`src/rtl/serial_adder_ctrl_pkg.sv`:
```
// Shared definitions for the bit-serial adder controller: FSM state encoding
// and the default operand width.
package serial_adder_ctrl_pkg;

   localparam int DEFAULT_WIDTH = 8;

   typedef enum logic [1:0] {
      ST_IDLE = 2'd0,
      ST_RUN  = 2'd1,
      ST_DONE = 2'd2
   } state_t;

endpackage

```
`src/rtl/serial_adder_ctrl_if.sv`:
```
// Start/done handshake and operand/result bus of the bit-serial adder.
interface serial_adder_ctrl_if
   import serial_adder_ctrl_pkg::*;
#(
   parameter int WIDTH = DEFAULT_WIDTH
);

   logic             start;
   logic [WIDTH-1:0] a;
   logic [WIDTH-1:0] b;
   logic             cin;
   logic             busy;
   logic             done;
   logic [WIDTH-1:0] sum;
   logic             cout;

   modport master (
      output start, a, b, cin,
      input  busy, done, sum, cout
   );

   modport slave (
      input  start, a, b, cin,
      output busy, done, sum, cout
   );

endinterface

```
`src/rtl/full_adder.sv`:
```
// One-bit full adder built from two half_adder_a cells; the shared bit-slice
// of the serial adder.
module full_adder (
   input  logic i_a,
   input  logic i_b,
   input  logic i_cin,
   output logic o_sum,
   output logic o_cout
);

   logic w_s0;
   logic w_c0;
   logic w_c1;

   half_adder_a u_ha0 (
      .i_a     (i_a),
      .i_b     (i_b),
      .o_sum   (w_s0),
      .o_carry (w_c0)
   );

   half_adder_a u_ha1 (
      .i_a     (w_s0),
      .i_b     (i_cin),
      .o_sum   (o_sum),
      .o_carry (w_c1)
   );

   assign o_cout = w_c0 | w_c1;

endmodule

```
`src/rtl/half_adder_a.sv`:
```
// One-bit half adder cell.
module half_adder_a (
   input  logic i_a,
   input  logic i_b,
   output logic o_sum,
   output logic o_carry
);

   assign o_sum   = i_a ^ i_b;
   assign o_carry = i_a & i_b;

endmodule

```
`src/rtl/serial_adder_ctrl.sv`:
```
// Bit-serial N-bit adder: one full_adder cell is reused LSB-first, one bit per
// clock, with the carry held in a flip-flop between cycles.
module serial_adder_ctrl
   import serial_adder_ctrl_pkg::*;
#(
   parameter int WIDTH = DEFAULT_WIDTH
) (
   input  logic                clk,
   input  logic                rst_n,
   serial_adder_ctrl_if.slave  bus
);

   localparam int CNT_W = (WIDTH > 1) ? $clog2(WIDTH) : 1;
   localparam logic [CNT_W-1:0] LAST_BIT = CNT_W'(WIDTH - 1);

   state_t           r_state;
   state_t           w_nextState;
   logic [WIDTH-1:0] r_sa;
   logic [WIDTH-1:0] r_sb;
   logic [WIDTH-1:0] r_sr;
   logic             r_carry;
   logic [CNT_W-1:0] r_cnt;
   logic [WIDTH-1:0] r_sum;
   logic             r_cout;

   logic             w_load;
   logic             w_step;
   logic             w_last;
   logic             w_bitSum;
   logic             w_bitCarry;
   logic [WIDTH-1:0] w_srNext;

   full_adder u_fa (
      .i_a    (r_sa[0]),
      .i_b    (r_sb[0]),
      .i_cin  (r_carry),
      .o_sum  (w_bitSum),
      .o_cout (w_bitCarry)
   );

   assign w_srNext = {w_bitSum, r_sr[WIDTH-1:1]};

   always_ff @(posedge clk or negedge rst_n) begin
      if (!rst_n) begin
         r_state <= ST_IDLE;
      end else begin
         r_state <= w_nextState;
      end
   end

   // A start seen in DONE is accepted exactly like one seen in IDLE.
   always_comb begin
      w_nextState = r_state;
      w_load      = 1'b0;
      w_step      = 1'b0;
      w_last      = 1'b0;
      case (r_state)
         ST_IDLE: begin
            if (bus.start) begin
               w_load      = 1'b1;
               w_nextState = ST_RUN;
            end
         end
         ST_RUN: begin
            w_step = 1'b1;
            if (r_cnt == LAST_BIT) begin
               w_last      = 1'b1;
               w_nextState = ST_DONE;
            end
         end
         ST_DONE: begin
            if (bus.start) begin
               w_load      = 1'b1;
               w_nextState = ST_RUN;
            end else begin
               w_nextState = ST_IDLE;
            end
         end
         default: begin
            w_nextState = ST_IDLE;
         end
      endcase
   end

   always_ff @(posedge clk or negedge rst_n) begin
      if (!rst_n) begin
         r_sa    <= '0;
         r_sb    <= '0;
         r_sr    <= '0;
         r_carry <= 1'b0;
         r_cnt   <= '0;
         r_sum   <= '0;
         r_cout  <= 1'b0;
      end else if (w_load) begin
         r_sa    <= bus.a;
         r_sb    <= bus.b;
         r_carry <= bus.cin;
         r_cnt   <= '0;
      end else if (w_step) begin
         r_sa    <= r_sa >> 1;
         r_sb    <= r_sb >> 1;
         r_sr    <= w_srNext;
         r_carry <= w_bitCarry;
         r_cnt   <= r_cnt + CNT_W'(1);
         if (w_last) begin
            r_sum  <= w_srNext;
            r_cout <= w_bitCarry;
         end
      end
   end

   assign bus.busy = (r_state == ST_RUN);
   assign bus.done = (r_state == ST_DONE);
   assign bus.sum  = r_sum;
   assign bus.cout = r_cout;

endmodule
```
`src/flat_wrapper.sv`:
```
// flat-port wrapper written by rule: the top's interface ports become plain ports
module serial_adder_ctrl_flat import serial_adder_ctrl_pkg::*;
#(
   parameter int WIDTH = DEFAULT_WIDTH
)
  (clk, rst_n, bus_start, bus_a, bus_b, bus_cin, bus_busy, bus_done, bus_sum, bus_cout);
  serial_adder_ctrl_if #(.WIDTH(WIDTH)) bus_i ();
  input  logic clk;
  input  logic rst_n;
  input wire logic [$bits(bus_i.start)-1:0] bus_start;
  input wire logic [$bits(bus_i.a)-1:0] bus_a;
  input wire logic [$bits(bus_i.b)-1:0] bus_b;
  input wire logic [$bits(bus_i.cin)-1:0] bus_cin;
  output wire logic [$bits(bus_i.busy)-1:0] bus_busy;
  output wire logic [$bits(bus_i.done)-1:0] bus_done;
  output wire logic [$bits(bus_i.sum)-1:0] bus_sum;
  output wire logic [$bits(bus_i.cout)-1:0] bus_cout;
  assign bus_i.start = bus_start;
  assign bus_i.a = bus_a;
  assign bus_i.b = bus_b;
  assign bus_i.cin = bus_cin;
  assign bus_busy = bus_i.busy;
  assign bus_done = bus_i.done;
  assign bus_sum = bus_i.sum;
  assign bus_cout = bus_i.cout;
  serial_adder_ctrl #(.WIDTH(WIDTH)) u_core (.clk(clk), .rst_n(rst_n), .bus(bus_i));
endmodule
```
`config.mk`:
```
export PLATFORM = sky130hd
export DESIGN_NAME = serial_adder_ctrl_flat
export DESIGN_NICKNAME = d
export VERILOG_FILES = /design/src/rtl/serial_adder_ctrl_pkg.sv /design/src/rtl/serial_adder_ctrl_if.sv /design/src/rtl/full_adder.sv /design/src/rtl/half_adder_a.sv /design/src/rtl/serial_adder_ctrl.sv /design/src/flat_wrapper.sv
export SDC_FILE = /design/constraint.sdc
export NUM_CORES = 1
export LEC_CHECK = 0
export CAP_MARGIN = 20
export CORE_ASPECT_RATIO = 0.6
export CORE_MARGIN = 2
export CORE_UTILIZATION = 50
export DETAILED_ROUTE_END_ITERATION = 16
export PLACE_DENSITY = 0.75
export SETUP_SLACK_MARGIN = 0.3
export SYNTH_ARGS = -nofsm -noshare
export SYNTH_HDL_FRONTEND = slang
export SYNTH_SLANG_ARGS = --single-unit
```
`constraint.sdc`:
```
create_clock -name clk -period 3.3 [get_ports clk]
set_input_delay 0.66 -clock clk [delete_from_list [all_inputs] [get_ports clk]]
set_output_delay 0.66 -clock clk [all_outputs]
set_load 0.03 [all_outputs]
```
==> flow_summary.toml <==
[clocking]
clkLatencyLatePin_ns = 0.29
cts_hold_buf = 0
postCtsSetupBuffers = 0
cts_buffer_depth = 2
tritoncts = "built"
clockRootBuffer = "clkbuf_8"
ctsResizeCount = 0
cts-htree-levels = 2
cts.sinks = 38
clk_pin_slew_worst_paths_ns = 0.07
numCtsBuffers = 5

[sta]
slew_viol_final = 0
max_freq_mhz = 389
rsz0062_at_grt = "no"
setup_slack_ns = 0.727
min_period_ns = 2.57
period_share = 0.780
fin_setup_tns_ns = 0
skew_ns = 0.00446
relSlewSlack = 0.433
hold_viol = 0
setup_violations = 0
tightestPinTransition_ns = 0.850

[layout]
mostFrequentLayoutCells = "dfrtp_1 (38), clkdlybuf4s50_1 (29), nand2_1 (25)"
nets = 218
drive_gt1_frac = 0.170
layout_commonest_cell = "dfrtp_1"
area_growth_pct = 18.2
diodes = 0

[routing]
routed_wirelength_mm = 3.59
dr_wl_met2_mm = 1.71
m1WireLength_mm = 1.70
wl_met3_um = 139
antenna_left = 0
post-route-drc-count = 0
routed_via_density = 5.36
first_pass_iters = 4
drt_iter0_drc = 115
vias = 1292
wl_per_cell_um = 14.9
highest_layer = "met4"

[die]
start_util = 0.526
pin_count = 31
die_h_um = 52.2
die-area_sq_um = 4400
std_cell_rows = 17
fp.dieW_um = 84.3
core_sq_um = 3680

[grt]
antenna_found_initial = 0
grt_start_max_net_pins = 39
grt.total_usage = 0.185
grt_pass1_wl_mm = 6.05
grt_overflow = 0
grt_pass1_vias = 1257

[yosys]
ys_ff_latch = 38
syn_nets = 187
post_synth.cell_area_avg_sq_um = 11.8
synth_top_area_share = 0.492
netlist_instances = 164
synth_area_leaders = "dfrtp_1 (49%), mux2i_1 (9.3%), mux2_4 (7.0%)"
yosys_warnings = 0
yosysTopAreaCell = "dfrtp_1"
synthDistinctLibCells = 22
ys_seq_area_frac = 0.492
syn-cell-area_sq_um = 1930

[setup_path]
path_class = "reg2out"
cp-end-kind = "output pin"
path_max_fanout = 10
arrival_ns = 1.91
worstSetupStartpointType = "flip-flop"
required_ns = 2.64

[place]
globalplace.congestion = 0.716
port_buffers = 30
place_ws_ns = 0.843
hpwl_mm = 2.48

[power]
powerDensity_nw_per_um2 = 897
p_leak_nw = 1.01
peakVddDrop_v = 0.000383

[worst_hold_path]
hp-class = "in2async"

[status]
status = "completed"

[job]
drv_cap = 0
## critical path, cell delays in order (launching register included)
cell and delay, ns:
dfrtp_1 0.38, nand2b_1 0.36, inv_8 0.20, clkdlybuf4s50_1 0.69
## where the power goes
part | total, W | internal, W | switching [W]
combinational | 0.000899 | 0.000424 | 0.000475
sequential | 0.000841 | 0.000684 | 0.000157
clock | 0.000312 | 0.000161 | 0.000151
total | 0.00205 | 0.00127 | 0.000782
## Yosys cell counts
| cell type | n |
|---|---|
| dfrtp_1 | 38 |
| clkbuf_1 | 1 |
| a32oi_1 | 1 |
| o21ai_0 | 6 |
| fa_1 | 1 |
| nand2b_1 | 2 |
| clkbuf_8 | 4 |
| buf_6 | 5 |
| inv_1 | 2 |
| xor2_1 | 1 |
| nor2_1 | 1 |
| nor2b_1 | 4 |
| ha_1 | 2 |
| nand2_8 | 1 |
| a211oi_1 | 14 |
| inv_8 | 1 |
| mux2i_1 | 18 |
| nand2_1 | 25 |
| nand3_1 | 3 |
| and2b_2 | 11 |
| a21oi_1 | 14 |
| mux2_4 | 9 |
## flip-flops by register name, indices dropped and copies added, names as in the netlist
name	cells
u_core.bus.cout	1
u_core.bus.sum	8
u_core.r_carry	1
u_core.r_cnt	3
u_core.r_sa	8
u_core.r_sb	8
u_core.r_sr	7
u_core.r_state	2
## stage by stage
step                      hold WS [ns]  utilization  area, sq um  instances  total power (W)
after detailed placement         0.480        0.599         2200        235          0.00176
after global routing             0.518        0.621         2290        241          0.00221
after global placement           0.463        0.599         2200        235          0.00169
final                            0.473        0.621         2290        241          0.00205
after floorplan                  0.364            -         1930        164          0.00152
after CTS                        0.496        0.621         2290        241          0.00207
## cells by family (layout without fill, tap and decap cells)
family | Yosys count | after routing | share of synthesized area
XOR/XNOR | 1 | 1 | 0.00453
AND/OR/NAND/NOR | 47 | 47 | 0.138
buffers and inverters | 13 | 43 | 0.0692
flip-flops | 38 | 38 | 0.492
AO/OA/AOI/OAI | 35 | 35 | 0.111
adder cells (fa/ha/maj) | 3 | 3 | 0.0233
multiplexers | 27 | 27 | 0.163
## area by class of cell
| type | instances | area, sq um |
|---|---|---|
| Sequential cell | 38 | 951 |
| Timing Repair Buffer | 34 | 325 |
| Tap cell | 47 | 58.8 |
| Clock buffer | 6 | 82.6 |
| Fill cell | 281 | 1390 |
| Multi-Input combinational cell | 113 | 850 |
| Inverter | 3 | 18.8 |
## layer usage
layer | vias up | GRT usage
met5 | - | 0
met4 | 0 | 0.0565
met3 | 6 | 0.0709
met2 | 18 | 0.304
met1 | 638 | 0.231
li1 | 630 | -
## final timing paths
path | slack, ns | cells past startpoint | startpoint | to
max in group asynchronous | 2.29 | 1 | rst_n | u_core.bus.sum[6]$_DFFE_PN0P_
setup / recovery | 0.73 | 3 | u_core.r_state[1]$_DFFE_PN0P_ | bus_busy
hold reg to reg | 0.49 | 2 | u_core.r_sr[1]$_DFFE_PN0P_ | u_core.r_sr[1]$_DFFE_PN0P_
hold / removal | 0.47 | 1 | rst_n | u_core.r_sa[6]$_DFFE_PN0P_
setup reg to reg | 1.81 | 4 | u_core.r_state[1]$_DFFE_PN0P_ | u_core.bus.sum[3]$_DFFE_PN0P_
min in group clk | 0.49 | 2 | u_core.r_sr[1]$_DFFE_PN0P_ | u_core.r_sr[1]$_DFFE_PN0P_
(Power assumes the default switching activity.)
